[src/rtl/t2mi_cfg_sequencer_pkg.sv]
// rtl/t2mi_cfg_sequencer_pkg.sv - shared address map, FSM states and config record for the T2-MI config sequencer
package t2mi_cfg_sequencer_pkg;

  localparam logic [7:0] CFG_ADDR_SFLEN0      = 8'h01;
  localparam logic [7:0] CFG_ADDR_SFLEN1      = 8'h02;
  localparam logic [7:0] CFG_ADDR_SFLEN2      = 8'h03;
  localparam logic [7:0] CFG_ADDR_SFLEN3      = 8'h04;
  localparam logic [7:0] CFG_ADDR_T2MI_PID_LO = 8'h05;
  localparam logic [7:0] CFG_ADDR_T2MI_PID_HI = 8'h06;
  localparam logic [7:0] CFG_ADDR_PMT_PID_LO  = 8'h07;
  localparam logic [7:0] CFG_ADDR_PMT_PID_HI  = 8'h08;
  localparam logic [7:0] CFG_ADDR_MISC        = 8'h09;
  localparam logic [7:0] CFG_ADDR_COMMIT      = 8'h0A;
  localparam logic [7:0] CFG_ADDR_ABORT       = 8'h0B;

  // PIDs below 0x0020 are MPEG-reserved and 0x1FFF is the null PID
  localparam logic [12:0] PID_RSV_LIMIT = 13'h0020;
  localparam logic [12:0] PID_NULL      = 13'h1FFF;

  typedef enum logic [1:0] {
    ST_IDLE     = 2'd0,
    ST_CHECK    = 2'd1,
    ST_WAIT_BND = 2'd2,
    ST_HOLD     = 2'd3
  } seq_state_t;

  typedef struct packed {
    logic [1:0]  timestamp_type;
    logic [26:0] sframe_len;
    logic [12:0] t2mi_pid;
    logic [2:0]  stream_id;
    logic [12:0] pmt_pid;
  } cfg_t;

  function automatic logic pid_usable(input logic [12:0] pid);
    return (pid >= PID_RSV_LIMIT) && (pid != PID_NULL);
  endfunction

endpackage

[src/rtl/t2mi_cfg_check.sv]
// rtl/t2mi_cfg_check.sv - combinational legality check of a staged T2-MI configuration
module t2mi_cfg_check
  import t2mi_cfg_sequencer_pkg::*;
(
  input  logic [26:0] sframe_len,
  input  logic [1:0]  timestamp_type,
  input  logic [12:0] t2mi_pid,
  input  logic [12:0] pmt_pid,
  output logic        valid
);

  always_comb begin
    valid = 1'b1;
    if (sframe_len == 27'd0)       valid = 1'b0;
    if (timestamp_type == 2'd3)    valid = 1'b0;
    if (!pid_usable(t2mi_pid))     valid = 1'b0;
    if (!pid_usable(pmt_pid))      valid = 1'b0;
    if (t2mi_pid == pmt_pid)       valid = 1'b0;
  end

endmodule

[src/rtl/t2mi_cfg_sequencer.sv]
// rtl/t2mi_cfg_sequencer.sv - staged, validated, atomic packer config update; CFG_TIMEOUT_EN adds forced apply on boundary timeout
module t2mi_cfg_sequencer
  import t2mi_cfg_sequencer_pkg::*;
#(
  parameter int unsigned RST_CYCLES     = 16,
  parameter int unsigned BND_TIMEOUT    = 2_000_000,
  parameter logic [26:0] DEF_SFRAME_LEN = 27'd1_000_000,
  parameter logic [12:0] DEF_T2MI_PID   = 13'h1000,
  parameter logic [12:0] DEF_PMT_PID    = 13'h0100
) (
  input  logic        CLK,
  input  logic        RST,
  input  logic [7:0]  SPI_DATA,
  input  logic [7:0]  SPI_ADDRESS,
  input  logic        SPI_ENA,
  input  logic        PKT_BOUNDARY,
  output logic [1:0]  timestamp_type,
  output logic [26:0] sframe_len,
  output logic [12:0] t2mi_pid,
  output logic [2:0]  stream_id,
  output logic [12:0] pmt_pid,
  output logic        INNER_RST,
  output logic        BUSY,
  output logic        CFG_ERR
);

  localparam cfg_t DEF_CFG = '{
    timestamp_type: 2'd0,
    sframe_len:     DEF_SFRAME_LEN,
    t2mi_pid:       DEF_T2MI_PID,
    stream_id:      3'd0,
    pmt_pid:        DEF_PMT_PID
  };
  localparam logic [7:0] HOLD_LAST = 8'(RST_CYCLES - 1);

  seq_state_t state, state_nxt;
  cfg_t       shadow, snap, active;
  logic       cfg_err;
  logic [7:0] hold_cnt;
  logic       snap_valid;
  logic       bnd_timeout;

  wire commit    = SPI_ENA && (SPI_ADDRESS == CFG_ADDR_COMMIT);
  wire abort     = SPI_ENA && (SPI_ADDRESS == CFG_ADDR_ABORT);
  wire hold_done = (hold_cnt >= HOLD_LAST);
  wire apply     = (state == ST_WAIT_BND) && (state_nxt == ST_HOLD);

  t2mi_cfg_check u_check (
    .sframe_len     (snap.sframe_len),
    .timestamp_type (snap.timestamp_type),
    .t2mi_pid       (snap.t2mi_pid),
    .pmt_pid        (snap.pmt_pid),
    .valid          (snap_valid)
  );

  // Shadow accepts writes in every state; the in-flight commit only sees snap
  always_ff @(posedge CLK) begin
    if (RST) begin
      shadow <= DEF_CFG;
    end else if (SPI_ENA) begin
      case (SPI_ADDRESS)
        CFG_ADDR_SFLEN0:      shadow.sframe_len[7:0]   <= SPI_DATA;
        CFG_ADDR_SFLEN1:      shadow.sframe_len[15:8]  <= SPI_DATA;
        CFG_ADDR_SFLEN2:      shadow.sframe_len[23:16] <= SPI_DATA;
        CFG_ADDR_SFLEN3:      shadow.sframe_len[26:24] <= SPI_DATA[2:0];
        CFG_ADDR_T2MI_PID_LO: shadow.t2mi_pid[7:0]     <= SPI_DATA;
        CFG_ADDR_T2MI_PID_HI: shadow.t2mi_pid[12:8]    <= SPI_DATA[4:0];
        CFG_ADDR_PMT_PID_LO:  shadow.pmt_pid[7:0]      <= SPI_DATA;
        CFG_ADDR_PMT_PID_HI:  shadow.pmt_pid[12:8]     <= SPI_DATA[4:0];
        CFG_ADDR_MISC: begin
          shadow.timestamp_type <= SPI_DATA[1:0];
          shadow.stream_id      <= SPI_DATA[4:2];
        end
        default: ;
      endcase
    end
  end

  always_ff @(posedge CLK) begin
    if (RST) begin
      snap    <= DEF_CFG;
      active  <= DEF_CFG;
      cfg_err <= 1'b0;
    end else begin
      if ((state == ST_IDLE) && commit) snap <= shadow;
      if (apply) active <= snap;
      if ((state == ST_CHECK) && !abort) cfg_err <= !snap_valid;
    end
  end

  always_ff @(posedge CLK) begin
    if (RST || (state != ST_HOLD)) begin
      hold_cnt <= 8'd0;
    end else if (hold_cnt != 8'hFF) begin
      hold_cnt <= hold_cnt + 8'd1;
    end
  end

`ifdef CFG_TIMEOUT_EN
  localparam logic [31:0] WAIT_LAST = 32'(BND_TIMEOUT - 1);
  logic [31:0] wait_cnt;

  always_ff @(posedge CLK) begin
    if (RST || (state != ST_WAIT_BND)) begin
      wait_cnt <= 32'd0;
    end else if (wait_cnt != 32'hFFFF_FFFF) begin
      wait_cnt <= wait_cnt + 32'd1;
    end
  end

  assign bnd_timeout = (wait_cnt >= WAIT_LAST);
`else
  assign bnd_timeout = 1'b0;
`endif

  always_ff @(posedge CLK) begin
    if (RST) state <= ST_IDLE;
    else     state <= state_nxt;
  end

  always_comb begin
    state_nxt = state;
    case (state)
      ST_IDLE:     if (commit) state_nxt = ST_CHECK;
      ST_CHECK: begin
        if (abort || !snap_valid) state_nxt = ST_IDLE;
        else                      state_nxt = ST_WAIT_BND;
      end
      ST_WAIT_BND: begin
        if (abort)                            state_nxt = ST_IDLE;
        else if (PKT_BOUNDARY || bnd_timeout) state_nxt = ST_HOLD;
      end
      ST_HOLD:     if (hold_done) state_nxt = ST_IDLE;
      default:     state_nxt = ST_IDLE;
    endcase
  end

  always_comb begin
    BUSY      = (state != ST_IDLE);
    INNER_RST = (state == ST_HOLD);
  end

  assign timestamp_type = active.timestamp_type;
  assign sframe_len     = active.sframe_len;
  assign t2mi_pid       = active.t2mi_pid;
  assign stream_id      = active.stream_id;
  assign pmt_pid        = active.pmt_pid;
  assign CFG_ERR        = cfg_err;

endmodule

[config.mk]
export PLATFORM = sky130hd
export DESIGN_NAME = t2mi_cfg_sequencer
export DESIGN_NICKNAME = d
export VERILOG_FILES = /design/src/rtl/t2mi_cfg_sequencer_pkg.sv /design/src/rtl/t2mi_cfg_check.sv /design/src/rtl/t2mi_cfg_sequencer.sv
export SDC_FILE = /design/constraint.sdc
export NUM_CORES = 1
export LEC_CHECK = 0
export CAP_MARGIN = 5
export CORE_AREA = 2 2 166 128
export DETAILED_ROUTE_END_ITERATION = 12
export DIE_AREA = 0 0 168 130
export PLACE_DENSITY = 0.6
export SYNTH_ARGS = -nofsm -noshare
export SYNTH_HDL_FRONTEND = slang
export SYNTH_SLANG_ARGS = --single-unit
[constraint.sdc]
create_clock -name CLK -period 2.3 [get_ports CLK]
set_input_delay 0.46 -clock CLK [delete_from_list [all_inputs] [get_ports CLK]]
set_output_delay 0.46 -clock CLK [all_outputs]
set_load 0.005 [all_outputs]
## Word level (Yosys, flattened, before mapping)

Index checks and enable logic that the tools add are counted.

| operators by class | value |
|---|---|
| add/sub/neg operators | 1 |
| magnitude comparators | 3 |
| equal/unequal tests | 21 |
| multiplexer cells | 11 |
| reduce and logical (&&, ||, !) cells | 23 |

Operators by type and width:

| operator | count |
|---|---|
| $eq A8 B3 Y1 const B | 4 |
| $eq A8 B4 Y1 const B | 4 |
| $logic_not A27 Y1 | 1 |
| $ge A13 B6 Y1 const B | 2 |
| $ne A13 B13 Y1 const B | 2 |
| $reduce_and A2 Y1 | 9 |
| $eq A8 B2 Y1 const B | 2 |
| $eq A13 B13 Y1 | 1 |
| $mux W2 | 5 |
| $add A8 B1 Y8 const B | 1 |
| $eq A2 B2 Y1 const B | 4 |
| $eq A8 B1 Y1 const B | 1 |
| $ge A8 B4 Y1 const B | 1 |
| $ne A8 B8 Y1 const B | 1 |
| $pmux W2 S4 | 1 |
| $logic_and A1 B1 Y1 | 7 |
| $mux W1 | 5 |
| $eq A2 B1 Y1 const B | 1 |
| $logic_not A1 Y1 | 2 |
| $logic_not A2 Y1 | 1 |
| $logic_or A1 B1 Y1 | 2 |
| $ne A2 B2 Y1 const B | 1 |
| $reduce_bool A2 Y1 | 1 |

| storage, ports and cells | value |
|---|---|
| flip-flop bits (word level) | 185 |
| input bits | 20 |
| output and inout bits | 61 |

## Logic depth before layout (Yosys ltp)

Gate-level depths: netlist of the first run.

| depth | value |
|---|---|
| word-level depth | 12 |
| depth in mapped cells | 9 |
| gate-level depth less buffers | 6 |

## Cells and area by module

A second synthesis of the first run with hierarchy kept.

| second synthesis, totals | value |
|---|---|
| cell total of the unflattened synthesis | 822 |
| area, all modules | 7511.0 µm² |

By module, submodules not included:

| module | times used | cells an instance | area an instance (µm²) |
|---|---|---|---|
| t2mi_cfg_sequencer | 1 | 777 | 7208.2 |
| t2mi_cfg_check | 1 | 45 | 302.8 |

## Worst setup path before layout of the first run

OpenSTA, ideal clock, no wires.

| timing path | value |
|---|---|
| kind | input to register |
| from | in SPI_ADDRESS[5] |
| to | reg shadow[38] in the netlist's numbering |
| setup time | 0.120 ns |
| arrival | 2.053 ns |
| required time | 2.180 ns |
| path slack | 0.128 ns |
| stages | 5 |
| path buffers | 0 |
| cell sequence | or4_4 > or3_1 > nor3_4 > nor2b_1 > a211o_1 |

| between the ends | value |
|---|---|
| word-level cells in the longest chain between the ends | 2 |

Ends and longest elaborated chain:

| what | RTL line | source |
|---|---|---|
| start: declaration | t2mi_cfg_sequencer.sv:14 | `input logic [7:0] SPI_ADDRESS,` |
| $eq A8 B2 Y1 | t2mi_cfg_sequencer.sv:61 | `case (SPI_ADDRESS)` |
| $reduce_and A2 Y1 (no line) | -- |  |
| end: declaration | t2mi_cfg_sequencer.sv:37 | `cfg_t shadow, snap, active;` |

No other way between the ends.
A chain may end at the register's enable or synchronous reset.

## Worst setup path in the final report of the first run

| timing path | value |
|---|---|
| from | in SPI_ADDRESS[5] |
| to | reg shadow[48] in the netlist's numbering |

Same word-level chain as after synthesis.

==> flow_metrics.tcl, run 1 <==
set metrics [dict create \
    vias 5933 \
    syn2layout_area_growth_pct 28.3 \
    synth-edff-count 0 \
    fp.dieArea_sq_um 21800 \
    io-pin-count 81 \
    grt_use_total 0.170 \
    hpwl_microns 12400 \
    die_y_microns 130 \
    holdPathEnd "t2mi_pid[8]" \
    drv_cap 0 \
    cp_num_buf_inv 2 \
    clkLatencyLatePin_ns 0.43 \
    avgSynthCellArea_sq_um 8.19 \
    design_area_sq_um 8930 \
    yosysUniqueCellTypes 36 \
    grt_pass1_wl_microns 29300 \
    synthTopCellsByCount "nand2_1, dfxtp_1, a21oi_1" \
    drv_slew 0 \
    ir_drop_mv 0.382 \
    crit_required_ns 2.62 \
    clk_pin_slew_ns 0.07 \
    drtAntennaViolNets 0 \
    slowest_stage "or4_4" \
    yosys_warnings 0 \
    synthCells 850 \
    cts_buffers 17 \
    grt_pass1_vias 5535 \
    fmax_mhz 467 \
    synthTopCellsByArea "dfxtp_1, nand2_1, a21oi_1, mux2i_1, clkbuf_1" \
    wl_per_cell_microns 14.9 \
    path_delay_family "simple AND/OR/NAND/NOR gates" \
    remaining_drc_errors 0 \
    synth_top_area_share 0.532 \
    ctsHoldBuffers 0 \
    final_layout_size_suffix_gt1_frac 0.0879 \
    hp-class "reg2reg" \
    hold_viol_final 0 \
    worstPathCellList "clkdlybuf4s50_1, or4_4, or3_1, nor2_1, buf_4, nor2b_1, a211o_1" \
    post-cts-setup-buffer-count 0 \
    place.gp.congestion 0.815 \
    n_fill_cell 2027 \
    dp.cells 1176 \
    worst-setup-path-type "in2reg" \
    regToRegStartpoint "snap[30]" \
    arrival_ns 2.46 \
    period_needed_ns 2.14 \
    ctsResizeCount 0 \
    worst_clock_skew_ns 0.00867 \
    status "completed" \
    yosys.area.top_type "dfxtp_1" \
    setup_viol 0 \
    hold_depth 2 \
    first_pass_iters 7 \
    die_w_microns 168 \
    coreArea_sq_um 20400 \
    overflow 0 \
    total_power_mw 6.39 \
    num_rows 46 \
    setup_slack_ns 0.157 \
    htree_num_levels 4 \
    instances_no_fill 1208 \
    synth_area_sq_um 6960 \
    slowest_delay_ns 0.57 \
    synthArstFlopShare 0 \
    synth_fp_nets 871 \
    initial_core_util 0.341 \
    root_buffer "clkbuf_16" \
    numPortBuffers 80 \
    cts_tree "done" \
    crit_fanout 10 \
    fin_util 0.437 \
    nets 952 \
    viasPerCell 4.91 \
    n_antenna_cell 0 \
    r2r_cells 6 \
    place_area_sq_um 8330 \
    fin_crit_sh 0.932 \
    reg2reg_setup_slack_ns 0.27 \
    leakagePower_nw 3.06 \
    hold_ws_ns 0.454 \
    yosysMostFrequentCell "nand2_1" \
    grt_antenna_before_repair 0 \
    cp-end-kind "flop" \
    wl_microns 18000 \
    tns_ns 0 \
    rsz0062_at_grt "no" \
    holdCritStartpoint "t2mi_pid[8]" \
    drtIter0Drc 435 \
    cts_sinks 185 \
    ys.flop_type "dfxtp_1" \
    synth-seq-cells 185 \
    critical_path.reg2reg.endpoint "state[1]" \
    cts.path.max_buffers 2 \
    start_kind "input port" \
    pwr_density_cell_nw_per_um2 715 \
    pre_cts_ws_ns -0.289 \
    synth-seq-area-share 0.532 \
    grt_max_degree 61 \
    slew_headroom 0.605 \
    tightest_slew_ns 0.590 \
]
-- flip-flops by register name (all words and copies together) (netlist names) --
register        flops
shadow             58
sframe_len         27
snap               58
CFG_ERR             1
timestamp_type      2
pmt_pid            13
t2mi_pid           13
state               2
stream_id           3
hold_cnt            8
-- metal layers --
layer	share of wire	GRT usage	vias to the layer above	wire length, microns
met5	0	0	-	0
met4	0.010	0.0455	0	184
met3	0.047	0.0476	15	839
met2	0.43	0.252	109	7780
met1	0.51	0.242	2792	9180
li1	-	-	3017	-
-- layout by cell type (no fill, tap or decap), types with 10 or more instances in the layout --
master / netlist / layout
mux2i_1: 26 / 26
buf_12: 0 / 11
buf_4: 0 / 33
dfxtp_1: 185 / 185
nand3b_1: 12 / 12
clkdlybuf4s50_1: 0 / 79
nor2_1: 45 / 45
a21oi_1: 125 / 125
nor3_1: 22 / 22
nand4_1: 10 / 10
nand3_1: 33 / 32
nand2_1: 251 / 250
clkbuf_16: 0 / 17
nor4_1: 12 / 12
-- worst max path at each step --
| stage | start | end | slack, ns | cells past startpoint |
|---|---|---|---|---|
| 6_report | SPI_ADDRESS[5] | shadow[48] | 0.16 | 7 |
| 5_1_grt | SPI_ADDRESS[5] | shadow[47] | 0.06 | 7 |
| 4_1_cts | state[1] | BUSY | 0.14 | 3 |
| 3_5_place_dp | SPI_ADDRESS[5] | shadow[38] | -0.29 | 7 |
| 3_3_place_gp | SPI_ADDRESS[5] | shadow[47] | -0.28 | 7 |
| 2_1_floorplan | SPI_ADDRESS[5] | shadow[38] | 0.13 | 5 |
-- cell families (layout without fill, tap and decap cells) --
family                   Yosys count  in the layout  share of synthesized area
AND/OR/NAND/NOR                  413            413                      0.261
flip-flops                       185            185                      0.532
AO/OA/AOI/OAI                    144            144                      0.111
buffers and inverters             65            159                     0.0370
multiplexers                      26             26                     0.0374
XOR/XNOR                          16             16                     0.0201
adder cells (fa/ha/maj)            1              1                    0.00180
-- final cells by class --
cell class | instances | area [sq um] | area share
flip-flops and latches | 185 | 3700 | 0.415
clock inverters | 15 | 176 | 0.0198
multi-input cells | 600 | 3020 | 0.338
inverters | 4 | 15.0 | 0.00168
clock buffers | 17 | 425 | 0.0476
repair buffers | 123 | 1260 | 0.141
well taps | 264 | 330 | 0.0370
-- power by group --
part	internal (mW)	switching, mW
clock	1.65	1.35
combinational	0.0699	0.112
sequential	3.20	0.00140
-- worst register-to-register path: stages, from the launching register on --
cell and delay (ns):
dfxtp_1 0.33, nor4_1 0.40, nand4_1 0.27, o21ai_0 0.43, a211oi_1 0.10, buf_4 0.16, o31a_1 0.22
Note: power is estimated with default switching activity, not from simulation.
==> run 2: changes to the inputs <==
Settings changed: CELL_PAD_IN_SITES_DETAIL_PLACEMENT set to 1, CELL_PAD_IN_SITES_GLOBAL_PLACEMENT set to 1, PLACE_DENSITY 0.6 to 0.74.
==> run 2 against run 1 <==
Effect of this change: flip-flop and latch count unchanged; sequential share of layout area rose by 0.23 points; final cell count down 0.25%; sequential power about the same; setup slack got worse by 0.053 ns; clock skew is 0.0013 ns higher; clock power down 6%; global-route usage is 2.2 points higher; first-iteration DRC count fell by 23%; critical path depth stayed put; non-clock buffer count down 2; worst hold slack worse by 0.0086 ns; highest routed layer unchanged; largest power group unchanged.
==> flow_metrics.tcl, run 2 (synthesized netlist as in run 1, its figures left out) <==
set metrics [dict create \
    htree_num_levels 4 \
    slowest_delay_ns 0.55 \
    hold_viol_final 0 \
    hold_ws_ns 0.445 \
    post-cts-setup-buffer-count 0 \
    ctsHoldBuffers 0 \
    initial_core_util 0.341 \
    tightest_slew_ns 0.622 \
    fmax_mhz 455 \
    coreArea_sq_um 20400 \
    wl_per_cell_microns 16.7 \
    hp-class "reg2reg" \
    drv_cap 0 \
    grt_antenna_before_repair 0 \
    nets 950 \
    n_fill_cell 2377 \
    grt_pass1_vias 6193 \
    syn2layout_area_growth_pct 27.6 \
    top_regs "shadow x58, snap x58, sframe_len x27" \
    worst_clock_skew_ns 0.00999 \
    final_common_cell "nand2_1" \
    viasPerCell 5.09 \
    worst-setup-path-type "in2reg" \
    cts_sinks 185 \
    die_w_microns 168 \
    final_layout_size_suffix_gt1_frac 0.0850 \
    num_rows 46 \
    setup_viol 0 \
    cts.path.max_buffers 2 \
    arrival_ns 2.52 \
    root_buffer "clkbuf_16" \
    period_needed_ns 2.20 \
    fin_util 0.435 \
    vias 6139 \
    hpwl_microns 14000 \
    worstPathCellList "clkdlybuf4s50_1, or4_4, or3_1, nor2_1, buf_4, nor2b_1, a211o_1" \
    status "completed" \
    cp_num_buf_inv 2 \
    wl_microns 20100 \
    rsz0062_at_grt "no" \
    clk_pin_slew_ns 0.08 \
    slew_headroom 0.584 \
    regToRegStartpoint "snap[30]" \
    fp.dieArea_sq_um 21800 \
    drv_slew 0 \
    holdCritStartpoint "shadow[5]" \
    critPathLaunch "SPI_ADDRESS[5]" \
    die_y_microns 130 \
    overflow 0 \
    cts_tree "done" \
    grt_max_degree 60 \
    drtIter0Drc 337 \
    grt_pass1_wl_microns 32900 \
    drtAntennaViolNets 0 \
    cts_buffers 17 \
    place.gp.congestion 0.795 \
    clkLatencyLatePin_ns 0.45 \
    n_antenna_cell 0 \
    mostFrequentLayoutCells "nand2_1, dfxtp_1, a21oi_1" \
    first_pass_iters 4 \
    ctsResizeCount 0 \
    remaining_drc_errors 0 \
    crit_required_ns 2.63 \
    path_delay_family "simple AND/OR/NAND/NOR gates" \
    numPortBuffers 80 \
    fin_crit_sh 0.955 \
    leakagePower_nw 3.02 \
    start_kind "input port" \
    grt_use_total 0.191 \
    total_power_mw 6.19 \
    cp-end-kind "flop" \
    ir_drop_mv 0.475 \
    crit_fanout 11 \
    slowest_stage "or4_4" \
    io-pin-count 81 \
    pwr_density_cell_nw_per_um2 697 \
]
-- run 2: changes by cell type in the layout (fill, tap and decap cells not counted), sizes merged --
cell | previous run | this run
clkinvlp | 1 | 3
bufinv | 2 | 0
clkinv | 2 | 3
buf | 44 | 42
inv | 14 | 12
-- run 2: metrics by stage --
step	cell area [sq um]	TNS, ns	setup WS, ns	cells
after floorplan	6960	0	0.128	850
after global placement	8330	-14.00	-0.234	1174
after detailed placement	8330	-18.12	-0.317	1174
after CTS	8880	0	0.118	1205
after global routing	8880	0	0.0406	1205
final	8880	0	0.104	1205
-- run 2: per-layer routing --
layer	GRT usage	up-vias	routed length, microns
li1	-	3012	-
met1	0.258	3023	9950
met2	0.315	85	9290
met3	0.0370	19	660
met4	0.0563	0	252
met5	0	-	0
-- run 2: area by class of cell --
cell class,count,area [sq um],share of cell area
Timing Repair Buffer,121,1260,0.141
Tap cell,264,330,0.0372
Sequential cell,185,3700,0.417
Inverter,4,15.0,0.00169
Clock inverter,14,130,0.0146
Multi-Input combinational cell,600,3020,0.340
Clock buffer,17,425,0.0479
-- run 2: worst register-to-register path: stages (launching register included) --
cell,delay [ns]
dfxtp_1,0.34
nor4_1,0.39
nand4_1,0.25
o21ai_0,0.40
a211oi_1,0.10
buf_4,0.16
o31a_1,0.22
-- run 2: where the power goes --
group | internal, mW | switching (mW) | total (mW) | leakage [nW]
Clock | 1.42 | 1.38 | 2.81 | 0.266
Combinational | 0.0672 | 0.115 | 0.183 | 1.26
Sequential | 3.20 | 0.00147 | 3.20 | 1.49
-- run 2: final timing paths --
check | to | slack [ns] | cells after the start
worst min-delay path | snap[5] | 0.45 | 2
worst max register to register | state[1] | 0.33 | 6
worst max-delay path | shadow[45] | 0.10 | 7
worst min register to register | snap[5] | 0.45 | 2
